$ cat config.mk
export PLATFORM = sky130hd
export DESIGN_NAME = carbonio_timer_regs
export DESIGN_NICKNAME = d
export VERILOG_FILES = /design/src/rtl/carbonio_timer_regs.sv
export SDC_FILE = /design/constraint.sdc
export NUM_CORES = 1
export LEC_CHECK = 0
export BUFFER_PORTS_ARGS = -buffer_cell sky130_fd_sc_hd__buf_2
export CAP_MARGIN = 10
export CORE_AREA = 2 2 182 184
export CTS_CLUSTER_SIZE = 20
export DETAILED_ROUTE_END_ITERATION = 10
export DIE_AREA = 0 0 184 186
export PLACE_DENSITY = 0.57
export SLEW_MARGIN = 20
export SYNTH_ARGS = -nofsm -noshare
export SYNTH_HDL_FRONTEND = slang
export SYNTH_SLANG_ARGS = --single-unit
export TNS_END_PERCENT = 1
$ cat constraint.sdc
create_clock -name clk -period 2.05 [get_ports clk]
set_input_delay 0.615 -clock clk [delete_from_list [all_inputs] [get_ports clk]]
set_output_delay 0.615 -clock clk [all_outputs]
set_load 0.05 [all_outputs]
$ cat src/rtl/carbonio_timer_regs.sv
// CarbonIO timer register front-end: bus decode, strobes, tick snapshot, irq pending.
// One request per two cycles (accept in IDLE, ack in RESP); bus_req is ignored while in RESP.
module carbonio_timer_regs #(
  parameter int NUM_TIMERS = 2
) (
  input  logic                       clk,
  input  logic                       rst_n,
  input  logic                       bus_req,
  input  logic                       bus_we,
  input  logic [7:0]                 bus_addr,
  input  logic [31:0]                bus_wdata,
  output logic                       bus_ack,
  output logic                       bus_err,
  output logic [31:0]                bus_rdata,
  input  logic [63:0]                tick_counter,
  input  logic [NUM_TIMERS*32-1:0]   load_q,
  input  logic [NUM_TIMERS*32-1:0]   ctrl_q,
  input  logic [NUM_TIMERS*32-1:0]   value_q,
  input  logic [NUM_TIMERS-1:0]      expired_q,
  input  logic [NUM_TIMERS-1:0]      expired_pulse,
  output logic [NUM_TIMERS-1:0]      load_we,
  output logic [NUM_TIMERS-1:0]      ctrl_we,
  output logic [NUM_TIMERS-1:0]      status_clr,
  output logic [NUM_TIMERS*32-1:0]   load_wdata,
  output logic [NUM_TIMERS*32-1:0]   ctrl_wdata,
  output logic                       irq
);

  typedef enum logic {IDLE, RESP} state_t;

  state_t                  state_q, state_d;
  logic                    accept;
  logic                    we_q;
  logic [5:0]              word_q;
  logic [31:0]             wdata_q;
  logic [31:0]             rdata_q;
  logic                    err_q;
  logic [31:0]             rd_data;
  logic                    acc_err;
  logic                    wr;
  logic [NUM_TIMERS-1:0]   irq_pend, irq_en, pend_d, en_d, pend_clr;
  logic [31:0]             tick_hi_snap;
  logic                    irq_q;
  logic                    unused_addr_lsb;

  assign unused_addr_lsb = ^bus_addr[1:0];

  always_ff @(posedge clk or negedge rst_n) begin
    if (!rst_n) state_q <= IDLE;
    else        state_q <= state_d;
  end

  always_comb begin
    state_d = state_q;
    accept  = 1'b0;
    bus_ack = 1'b0;
    case (state_q)
      IDLE: begin
        if (bus_req) begin
          accept  = 1'b1;
          state_d = RESP;
        end
      end
      RESP: begin
        bus_ack = 1'b1;
        state_d = IDLE;
      end
      default: state_d = IDLE;
    endcase
  end

  // Read data and address validity are decoded from the live bus in the accept cycle.
  always_comb begin
    rd_data = '0;
    acc_err = 1'b0;
    if (bus_addr[7:4] == 4'h0) begin
      case (bus_addr[3:2])
        2'd0:    rd_data = tick_counter[31:0];
        2'd1:    rd_data = tick_hi_snap;
        2'd2:    rd_data = 32'(irq_pend);
        default: rd_data = 32'(irq_en);
      endcase
    end else begin
      acc_err = 1'b1;
      for (int i = 0; i < NUM_TIMERS; i++) begin
        if (bus_addr[7:4] == 4'(i + 1)) begin
          acc_err = 1'b0;
          case (bus_addr[3:2])
            2'd0:    rd_data = load_q[i*32 +: 32];
            2'd1:    rd_data = ctrl_q[i*32 +: 32];
            2'd2:    rd_data = value_q[i*32 +: 32];
            default: rd_data = {31'b0, expired_q[i]};
          endcase
        end
      end
    end
  end

  always_ff @(posedge clk or negedge rst_n) begin
    if (!rst_n) begin
      we_q         <= 1'b0;
      word_q       <= '0;
      wdata_q      <= '0;
      rdata_q      <= '0;
      err_q        <= 1'b0;
      tick_hi_snap <= '0;
    end else begin
      if (accept) begin
        we_q    <= bus_we;
        word_q  <= bus_addr[7:2];
        wdata_q <= bus_wdata;
        rdata_q <= bus_we ? 32'd0 : rd_data;
        err_q   <= acc_err;
        if (!bus_we && bus_addr[7:2] == 6'd0) tick_hi_snap <= tick_counter[63:32];
      end else begin
        rdata_q <= '0;
        err_q   <= 1'b0;
      end
    end
  end

  assign bus_rdata = rdata_q;
  assign bus_err   = err_q;

  // Side effects of a write land only in the RESP cycle, and never for unmapped addresses.
  assign wr = (state_q == RESP) && we_q && !err_q;

  always_comb begin
    load_we    = '0;
    ctrl_we    = '0;
    status_clr = '0;
    if (wr) begin
      for (int i = 0; i < NUM_TIMERS; i++) begin
        if (word_q[5:2] == 4'(i + 1)) begin
          case (word_q[1:0])
            2'd0:    load_we[i]    = 1'b1;
            2'd1:    ctrl_we[i]    = 1'b1;
            2'd3:    status_clr[i] = wdata_q[0];
            default: ;
          endcase
        end
      end
    end
  end

  assign load_wdata = {NUM_TIMERS{wdata_q}};
  assign ctrl_wdata = {NUM_TIMERS{wdata_q}};

  // A new expiry in the same cycle as its W1C keeps the bit set.
  assign pend_clr = (wr && word_q == 6'd2) ? wdata_q[NUM_TIMERS-1:0] : '0;
  assign pend_d   = (irq_pend & ~pend_clr) | expired_pulse;
  assign en_d     = (wr && word_q == 6'd3) ? wdata_q[NUM_TIMERS-1:0] : irq_en;

  always_ff @(posedge clk or negedge rst_n) begin
    if (!rst_n) begin
      irq_pend <= '0;
      irq_en   <= '0;
      irq_q    <= 1'b0;
    end else begin
      irq_pend <= pend_d;
      irq_en   <= en_d;
      irq_q    <= |(pend_d & en_d);
    end
  end

  assign irq = irq_q;

endmodule

==> results of run 1 <==
## final timing paths
path / to / cells after the start / slack (ns) / from
hold / removal: bus_rdata[5] / 1 / 0.04 / rst_n
hold reg to reg: tick_hi_snap[20] / 1 / 0.49 / tick_hi_snap[20]
max in group asynchronous: bus_err / 2 / 1.44 / rst_n
setup / recovery: status_clr[1] / 4 / -0.28 / word_q[5]
setup reg to reg: irq / 5 / 0.09 / bus_err
min in group clk: wdata_q[25] / 3 / 0.44 / bus_wdata[25]
## metrics by stage
stage | TNS (ns) | util | cells
floorplan | -0.7504 | - | 798
global placement | -8.737 | 0.3005 | 1585
detailed placement | -9.298 | 0.3005 | 1585
CTS | -1.313 | 0.3104 | 1601
global route | -1.614 | 0.3109 | 1602
finish | -1.037 | 0.3109 | 1602
## cells by family (layout without fill, tap and decap cells)
group                  count (synthesis)  count (layout)
DFF                                  110             110
buffers and inverters                149             544
and+or+nand+nor                      302             302
muxes                                130             130
AOI/OAI and AO/OA                    107             107
other                                  0               1
## power breakdown
| part | total, W | internal, W | switching [W] |
|---|---|---|---|
| Clock | 0.00180 | 0.000870 | 0.000926 |
| Combinational | 0.00269 | 0.000795 | 0.00190 |
| Sequential | 0.00248 | 0.00233 | 0.000158 |
## registers in the layout, summed over array words and instances (netlist names)
signal	count
wdata_q	32
we_q	1
state_q	1
bus_rdata	32
irq_pend	2
tick_hi_snap	32
bus_err	1
word_q	6
irq_en	2
irq	1
## Yosys cell counts (3+ instances only)
cell type | instances | area share
a31oi_1 | 28 | 0.024
nand2_1 | 143 | 0.075
nand2b_1 | 6 | 0.0052
clkbuf_1 | 25 | 0.013
mux4_2 | 3 | 0.0094
clkbuf_2 | 3 | 0.0021
buf_6 | 3 | 0.0047
and2_1 | 49 | 0.043
mux2i_1 | 65 | 0.091
nor2_1 | 64 | 0.033
and3_1 | 4 | 0.0035
buf_1 | 5 | 0.0026
nor4_1 | 4 | 0.0035
buf_2 | 13 | 0.0091
and2_0 | 11 | 0.0096
o21ai_0 | 63 | 0.044
mux2_2 | 55 | 0.086
dfrtp_1 | 110 | 0.38
nand3_1 | 5 | 0.0035
mux2_1 | 6 | 0.0094
o21ai_1 | 4 | 0.0028
buf_4 | 98 | 0.10
## per-layer routing
layer	global-route usage	vias to the layer above	routed length, um
met3	0.04109	26	2096
met2	0.2889	340	14330
li1	-	3369	-
met1	0.1806	3256	11010
met5	0	-	42
met4	0.03264	6	278
## repair_timing
item	CTS	global route
gates resized for setup	12	3
endpoints found under the setup margin	25	7
buffers inserted	0	0
cloned	0	0
pin swaps	3	0
## cell type report
type | count | area (um2) | area share
Inverter | 2 | 7.507 | 0.0007498
Multi-Input combinational cell | 539 | 3528 | 0.3524
Clock inverter | 6 | 43.79 | 0.004374
Timing Repair Buffer | 526 | 2924 | 0.2921
Antenna cell | 1 | 2.502 | 0.0002499
Clock buffer | 10 | 239.0 | 0.02387
Sequential cell | 110 | 2756 | 0.2753
Tap cell | 408 | 510.5 | 0.05099
==> results.toml, run 1 <==
[run_status]
status = "finished with violations"
violations = "negative setup slack"

[timing]
hold_violations = 0
fmax_ghz = 0.4300
fin_crit_ns = 2.325
setup_viol = 6
skew_ns = 0.007241
fin_ws_ns = -0.2754
tightest_slew_ns = 0.6024
slew_headroom = 0.5941
rsz0062_at_grt = "yes"
whs_ns = 0.04050
slew_violations = 0
min_period_over_period = 1.134

[setup_path]
cp.required_ns = 1.43
slowest_delay_ns = 0.38
crit_path_top_delay_cell = "dfrtp_1"
criticalPathCategory = "register to output pin"
cp_num_buf_inv = 1
crit_chain = "or2_4, or3_4, nor3b_4, buf_6"
path_max_fanout = 2
critPathLaunchType = "register"
path_delay_family = "simple AND/OR/NAND/NOR gates"
crit_arrival_ns = 1.71
endpoint_kind = "output pin"

[synth]
synth-edff-count = 0
syn_nets = 1102
synthMuxAreaShare = 0.1980
syn_area_um2 = 7172
synth_compound_area_frac = 0.08548
synthDistinctLibCells = 48
ys_warn_count = 0
synth_cells = 798
synth-simple-area-share = 0.1975
yosysSeqAreaShare = 0.3838
synth_top_family_by_area = "multiplexers"
synthXorXnorAreaFrac = 0
async_reset_ff_frac = 1.000
synth-main-ff-cell = "dfrtp_1"
yosys_register_bits = 110
avgSynthCellArea_um2 = 8.987
synth_fa_ha_area_frac = 0

[place]
placed_area_um2 = 9678
place.gp.congestion = 0.8076
dpl.hpwl_um = 22310
portBuffers = 470
pre_cts_ws_ns = -0.3405

[cts]
clk_pin_slew_worst_paths_ns = 0.08
ctsHoldBuffers = 0
root_buffer = "clkbuf_16"
cts_made_buffers = 9
clockBufferDepth = 2
cts_tree = "built"
cts.htree.levels = 3
insertion_delay_ns = 0.36
clock_sinks = 110

[drt]
vias_per_cell = 4.368
wl_um = 27760
drtIter0Drc = 161
drcViolationCount = 0
via_count = 6997
firstDrtPassIters = 6
ant_nets = 0
wl_per_cell_um = 17.33

[power_and_ir_drop]
power_density_nw_per_um2 = 696.2
leakagePower_nw = 5.398
p_total_w = 0.006970
peakVddDrop_mv = 0.4889

[grt]
grt_max_degree = 64
grt_pass1_wl_um = 39760
grt_overflow_total = 0
antenna_found_initial = 4
grtUsageTotal = 0.1562
grt_pass1_vias = 6776

[finish]
drive_above_1_share = 0.5214
fin_nets = 1492
final_cell_mix = "buf_2 (462), nand2_1 (143), dfrtp_1 (107), mux2i_1 (65)"
layout_commonest_cell = "buf_2"
areaGrowthSynthToFinish_pct = 39.60
design_area_um2 = 10010
num-fill-cells = 3501

[die]
design.die.area_um2 = 34220
fp.dieW_um = 184
io_pins = 473
die_h_um = 186
initial_utilization = 0.2227
rows = 66
core_area_um2 = 32210

[flow_run]
drv_cap = 0

[min_path]
hold_path_class = "input port to asynchronous set/reset pin"
No activity file was read; power rests on OpenSTA's default activity.
==> run 2, diff against run 1 <==
--- a/config.mk
+++ b/config.mk
@@ -7,11 +7,12 @@
 export LEC_CHECK = 0
 export BUFFER_PORTS_ARGS = -buffer_cell sky130_fd_sc_hd__buf_2
 export CAP_MARGIN = 10
-export CORE_AREA = 2 2 182 184
+export CORE_AREA = 2 2 186 188
+export CTS_BUF_LIST = sky130_fd_sc_hd__clkbuf_4 sky130_fd_sc_hd__clkbuf_8
 export CTS_CLUSTER_SIZE = 20
 export DETAILED_ROUTE_END_ITERATION = 10
-export DIE_AREA = 0 0 184 186
-export PLACE_DENSITY = 0.57
+export DIE_AREA = 0 0 188 190
+export PLACE_DENSITY_LB_ADDON = 0.1
 export SLEW_MARGIN = 20
 export SYNTH_ARGS = -nofsm -noshare
 export SYNTH_HDL_FRONTEND = slang
==> run 2 against run 1 <==
- the flow still finishes with violations (negative setup slack)
- sequential share of layout area shrank 0.38 points
- core utilization shrank 1.2 points
- routed wire length grew 3.0%
- clock skew grew 0.011 ns
- final cell count grew 3.7%
- combinational power is essentially flat
- final area grew 1.4%
- sequential power is essentially flat
- non-clock buffer count grew 6
- first-iteration DRC count grew 38%
- total power shrank 5.5%
- critical endpoint unchanged
==> results.toml, run 2 (synthesis results as in run 1) <==
[grt]
grtUsageTotal = 0.1573
grtUsageMet3 = 0.04612
grt_pass1_wl_um = 42190
use_met2 = 0.2836
grt_overflow_total = 0
grt_max_degree = 37
antenna_found_initial = 11
grt_pass1_vias = 7006
top_usage_layer = "met2"
grtUsageMet1 = 0.1796

[setup_path]
endpoint_kind = "output pin"
cp_num_buf_inv = 1
cp.required_ns = 1.43
criticalPathCategory = "register to output pin"
crit_chain = "nand4b_4, or3_4, nor3b_4, buf_12"
crit_path_top_delay_cell = "dfrtp_2"
crit_arrival_ns = 1.81
slowest_delay_ns = 0.45
critPathLaunchType = "register"
path_max_fanout = 3
path_delay_family = "simple AND/OR/NAND/NOR gates"

[min_path]
hold_path_class = "input port to asynchronous set/reset pin"

[die]
design.die.area_um2 = 35720
die_h_um = 190
rows = 68
core_area_um2 = 33950
io_pins = 473
initial_utilization = 0.2113
fp.dieW_um = 188

[timing]
fin_ws_ns = -0.3741
skew_ns = 0.01814
slew_violations = 0
fmax_ghz = 0.4125
tightest_slew_ns = 0.4402
slew_headroom = 0.7065
fin_crit_ns = 2.424
rsz0062_at_grt = "yes"
whs_ns = 0.1010
setup_viol = 6
hold_violations = 0
min_period_over_period = 1.182

[power_and_ir_drop]
power_density_nw_per_um2 = 648.4
leakagePower_nw = 5.414
peakVddDrop_mv = 0.3481

[cts]
insertion_delay_ns = 0.40
root_buffer = "clkbuf_8"
clock_sinks = 110
clk_pin_slew_worst_paths_ns = 0.13
clockBufferDepth = 2
cts.htree.levels = 3
cts_made_buffers = 9
cts_tree = "built"

[drt]
via_count = 6895
drcViolationCount = 0
wl_um = 28600
wl_per_cell_um = 17.22
ant_nets = 0
vias_per_cell = 4.151
firstDrtPassIters = 6
drtIter0Drc = 222

[run_status]
violations = "negative setup slack"
status = "finished with violations"

[place]
dpl.hpwl_um = 23390
place.gp.congestion = 0.7667
portBuffers = 470
pre_cts_ws_ns = -0.2422

[finish]
multiInputGateArea_um2 = 3528
layout_commonest_cell = "buf_2"
fin_nets = 1498
final_cell_mix = "buf_2 (462), nand2_1 (143), dfrtp_1 (107), mux2i_1 (65), o21ai_0 (63)"
drive_above_1_share = 0.5246
final_util = 0.2991
areaGrowthSynthToFinish_pct = 41.57
seq_area_um2 = 2756
num-fill-cells = 3734

[flow_run]
drv_cap = 0
==> run 2: repair_timing <==
| action | 4_1_cts | 5_1_grt |
|---|---|---|
| gates cloned | 0 | 0 |
| hold buffers | 0 | 0 |
| endpoints found under the setup margin | 31 | 9 |
| pin swaps | 3 | 0 |
| resized for setup | 9 | 4 |
| buffers inserted | 0 | 0 |
==> run 2: metal layers <==
layer,share of wire,up-vias
met5,0.0026,-
met4,0.016,10
met3,0.074,30
met2,0.51,312
met1,0.40,3159
li1,-,3384
==> run 2: final timing paths <==
check | startpoint | to | slack (ns) | cells past startpoint
max in group asynchronous | rst_n | wdata_q[12] | 1.32 | 2
worst min register to register | tick_hi_snap[21] | tick_hi_snap[21] | 0.50 | 1
min in group clk | bus_wdata[31] | wdata_q[31] | 0.38 | 3
worst min-delay path | rst_n | bus_rdata[3] | 0.10 | 1
worst max-delay path | bus_err | status_clr[1] | -0.37 | 4
worst max register to register | bus_err | irq | 0.06 | 5
==> run 2: power breakdown <==
part	leakage (nW)	internal [W]	switching, W
registers	1.44	0.00233	0.000151
clock network	0.0975	0.000482	0.000929
logic	3.87	0.000810	0.00189
total	5.41	0.00362	0.00297
==> run 2: per-stage QoR <==
step           area, um2  TNS, ns  total power, W  instances
3_5_place_dp        9892   -7.898        0.005250       1638
3_3_place_gp        9892   -7.791        0.005246       1638
2_1_floorplan       7232  -0.7504        0.004628        798
5_1_grt            10150   -1.959        0.006978       1658
4_1_cts            10120   -1.729        0.006739       1654
6_report           10150   -1.427        0.006584       1661
==> run 2: layout make-up <==
type	count	share of cell area
repair buffers	532	0.3026
multi-input cells	539	0.3475
clock inverters	7	0.007640
flip-flops and latches	110	0.2715
well taps	455	0.05607
inverters	2	0.0007394
diodes	7	0.001725
clock buffers	9	0.01220
==> run 3, diff against run 2 <==
--- a/config.mk
+++ b/config.mk
@@ -5,14 +5,16 @@
 export SDC_FILE = /design/constraint.sdc
 export NUM_CORES = 1
 export LEC_CHECK = 0
+export ABC_CLOCK_PERIOD_IN_PS = 2050
 export BUFFER_PORTS_ARGS = -buffer_cell sky130_fd_sc_hd__buf_2
 export CAP_MARGIN = 10
-export CORE_AREA = 2 2 186 188
+export CORE_AREA = 2 2 183 185
 export CTS_BUF_LIST = sky130_fd_sc_hd__clkbuf_4 sky130_fd_sc_hd__clkbuf_8
 export CTS_CLUSTER_SIZE = 20
 export DETAILED_ROUTE_END_ITERATION = 10
-export DIE_AREA = 0 0 188 190
+export DIE_AREA = 0 0 185 187
 export PLACE_DENSITY_LB_ADDON = 0.1
+export SKIP_CTS_REPAIR_TIMING = 1
 export SLEW_MARGIN = 20
 export SYNTH_ARGS = -nofsm -noshare
 export SYNTH_HDL_FRONTEND = slang
==> run 3 against run 2 <==
- the run still ends with negative setup slack left
- global-route usage up 0.65 points
- largest cell class unchanged
- non-clock buffer count down 3
- critical path depth unchanged
- total power up 3.8%
- via count about the same
- sequential power about the same
- register-to-register slack about the same
- clock-buffer cell count up 1
- sequential cell count unchanged
==> results.toml, run 3 (synthesis results as in run 1) <==
[grt]
antenna_found_initial = 10
grt_pass1_vias = 6986
grt_max_degree = 42
grt_overflow_total = 0
grt_pass1_wl_um = 42250
grtUsageTotal = 0.1638

[drt]
wl_per_cell_um = 17.49
drtIter0Drc = 172
vias_per_cell = 4.183
ant_nets = 0
firstDrtPassIters = 4
via_count = 6890
drcViolationCount = 0
wl_um = 28800

[timing]
skew_ns = 0.01701
hold_violations = 0
slew_headroom = 0.7180
fin_crit_ns = 2.397
fmax_ghz = 0.4171
setup_viol = 6
min_period_over_period = 1.169
slew_violations = 0
fin_ws_ns = -0.3474
rsz0062_at_grt = "yes"
finalSetupTns_ns = -1.410
tightest_slew_ns = 0.4230
whs_ns = 0.09959

[cts]
cts_tree = "built"
clock_sinks = 110
clockBufferDepth = 2
cts.htree.levels = 3
root_buffer = "clkbuf_8"
clk_pin_slew_worst_paths_ns = 0.13
insertion_delay_ns = 0.41
cts_made_buffers = 9

[finish]
final_util = 0.3076
layout_commonest_cell = "buf_2"
fin_nets = 1495
drive_above_1_share = 0.5234
final_cell_mix = "buf_2 (462), nand2_1 (143), dfrtp_1 (106), mux2i_1 (65)"
areaGrowthSynthToFinish_pct = 40.96

[place]
dpl.hpwl_um = 22860
portBuffers = 470
place.gp.congestion = 0.7853
pre_cts_ws_ns = -0.2267

[flow_run]
drv_cap = 0

[power_and_ir_drop]
leakagePower_nw = 5.413
power_density_nw_per_um2 = 675.7
peakVddDrop_mv = 0.3431

[setup_path]
path_max_fanout = 2
criticalPathCategory = "register to output pin"
crit_path_top_delay_cell = "dfrtp_2"
endpoint_kind = "output pin"
crit_arrival_ns = 1.78
crit_chain = "nand4b_4, or3_4, nor3b_4, buf_6"
cp.required_ns = 1.43
critPathLaunchType = "register"
slowest_delay_ns = 0.42

[die]
core_area_um2 = 32860
rows = 67
fp.dieW_um = 185
initial_utilization = 0.2182
io_pins = 473
design.die.area_um2 = 34600
die_h_um = 187

[min_path]
hold_path_class = "input port to asynchronous set/reset pin"

[run_status]
status = "finished with violations"
violations = "negative setup slack"
-- run 3: cell types whose count changed in the layout (fill, tap and decap cells not counted), moves of 2 or more --
cell       change
clkinv_8       -2
bufinv_16      +2
diode_2        -4
buf_4          -2
buf_12         -3
-- run 3: routing by layer --
| layer | GRT usage | share of wire |
|---|---|---|
| met1 | 0.1831 | 0.39 |
| met2 | 0.3009 | 0.52 |
| met3 | 0.05238 | 0.080 |
| met4 | 0.03419 | 0.010 |
| met5 | 0 | 0.0021 |
-- run 3: path summary, 6_finish.rpt --
path	startpoint	to	slack, ns	depth (start not counted)
max in group asynchronous	rst_n	tick_hi_snap[29]	1.38	2
min in group clk	bus_wdata[6]	wdata_q[6]	0.38	3
min	rst_n	bus_rdata[5]	0.1	1
max	bus_err	status_clr[1]	-0.35	4
max reg2reg	bus_err	irq	0.05	5
min reg2reg	tick_hi_snap[20]	tick_hi_snap[20]	0.50	1
-- run 3: area by class of cell --
class / count / area (um2)
sequential: 110 / 2758
inverter: 2 / 7.507
timing repair buffer: 529 / 3017
clock inverter: 6 / 100.1
clock buffer: 10 / 137.6
fill: 3596 / 22750
multi-input combinational: 539 / 3522
tap: 448 / 560.5
antenna: 3 / 7.507
-- run 3: per-stage QoR --
stage          cell area [um2]  cells  power (W)
2_1_floorplan             7232    798   0.004628
6_report                 10110   1647   0.006831
3_3_place_gp              9818   1628   0.005246
3_5_place_dp              9818   1628   0.005255
5_1_grt                  10100   1645   0.007224
4_1_cts                  10060   1644   0.006977
-- run 3: critical path, delay by kind of cell (launching register included) --
kind                   cells  cell delay, ns
buffers and inverters      1            0.18
flip-flops                 1            0.42
AND/OR/NAND/NOR            3            0.78
-- run 3: power breakdown --
part / leakage (nW) / total [W] / switching (W) / internal [W]
combinational: 3.85 / 0.00270 / 0.00189 / 0.000810
clock: 0.121 / 0.00165 / 0.000907 / 0.000748
sequential: 1.44 / 0.00248 / 0.000150 / 0.00233
total: 5.41 / 0.00683 / 0.00295 / 0.00389
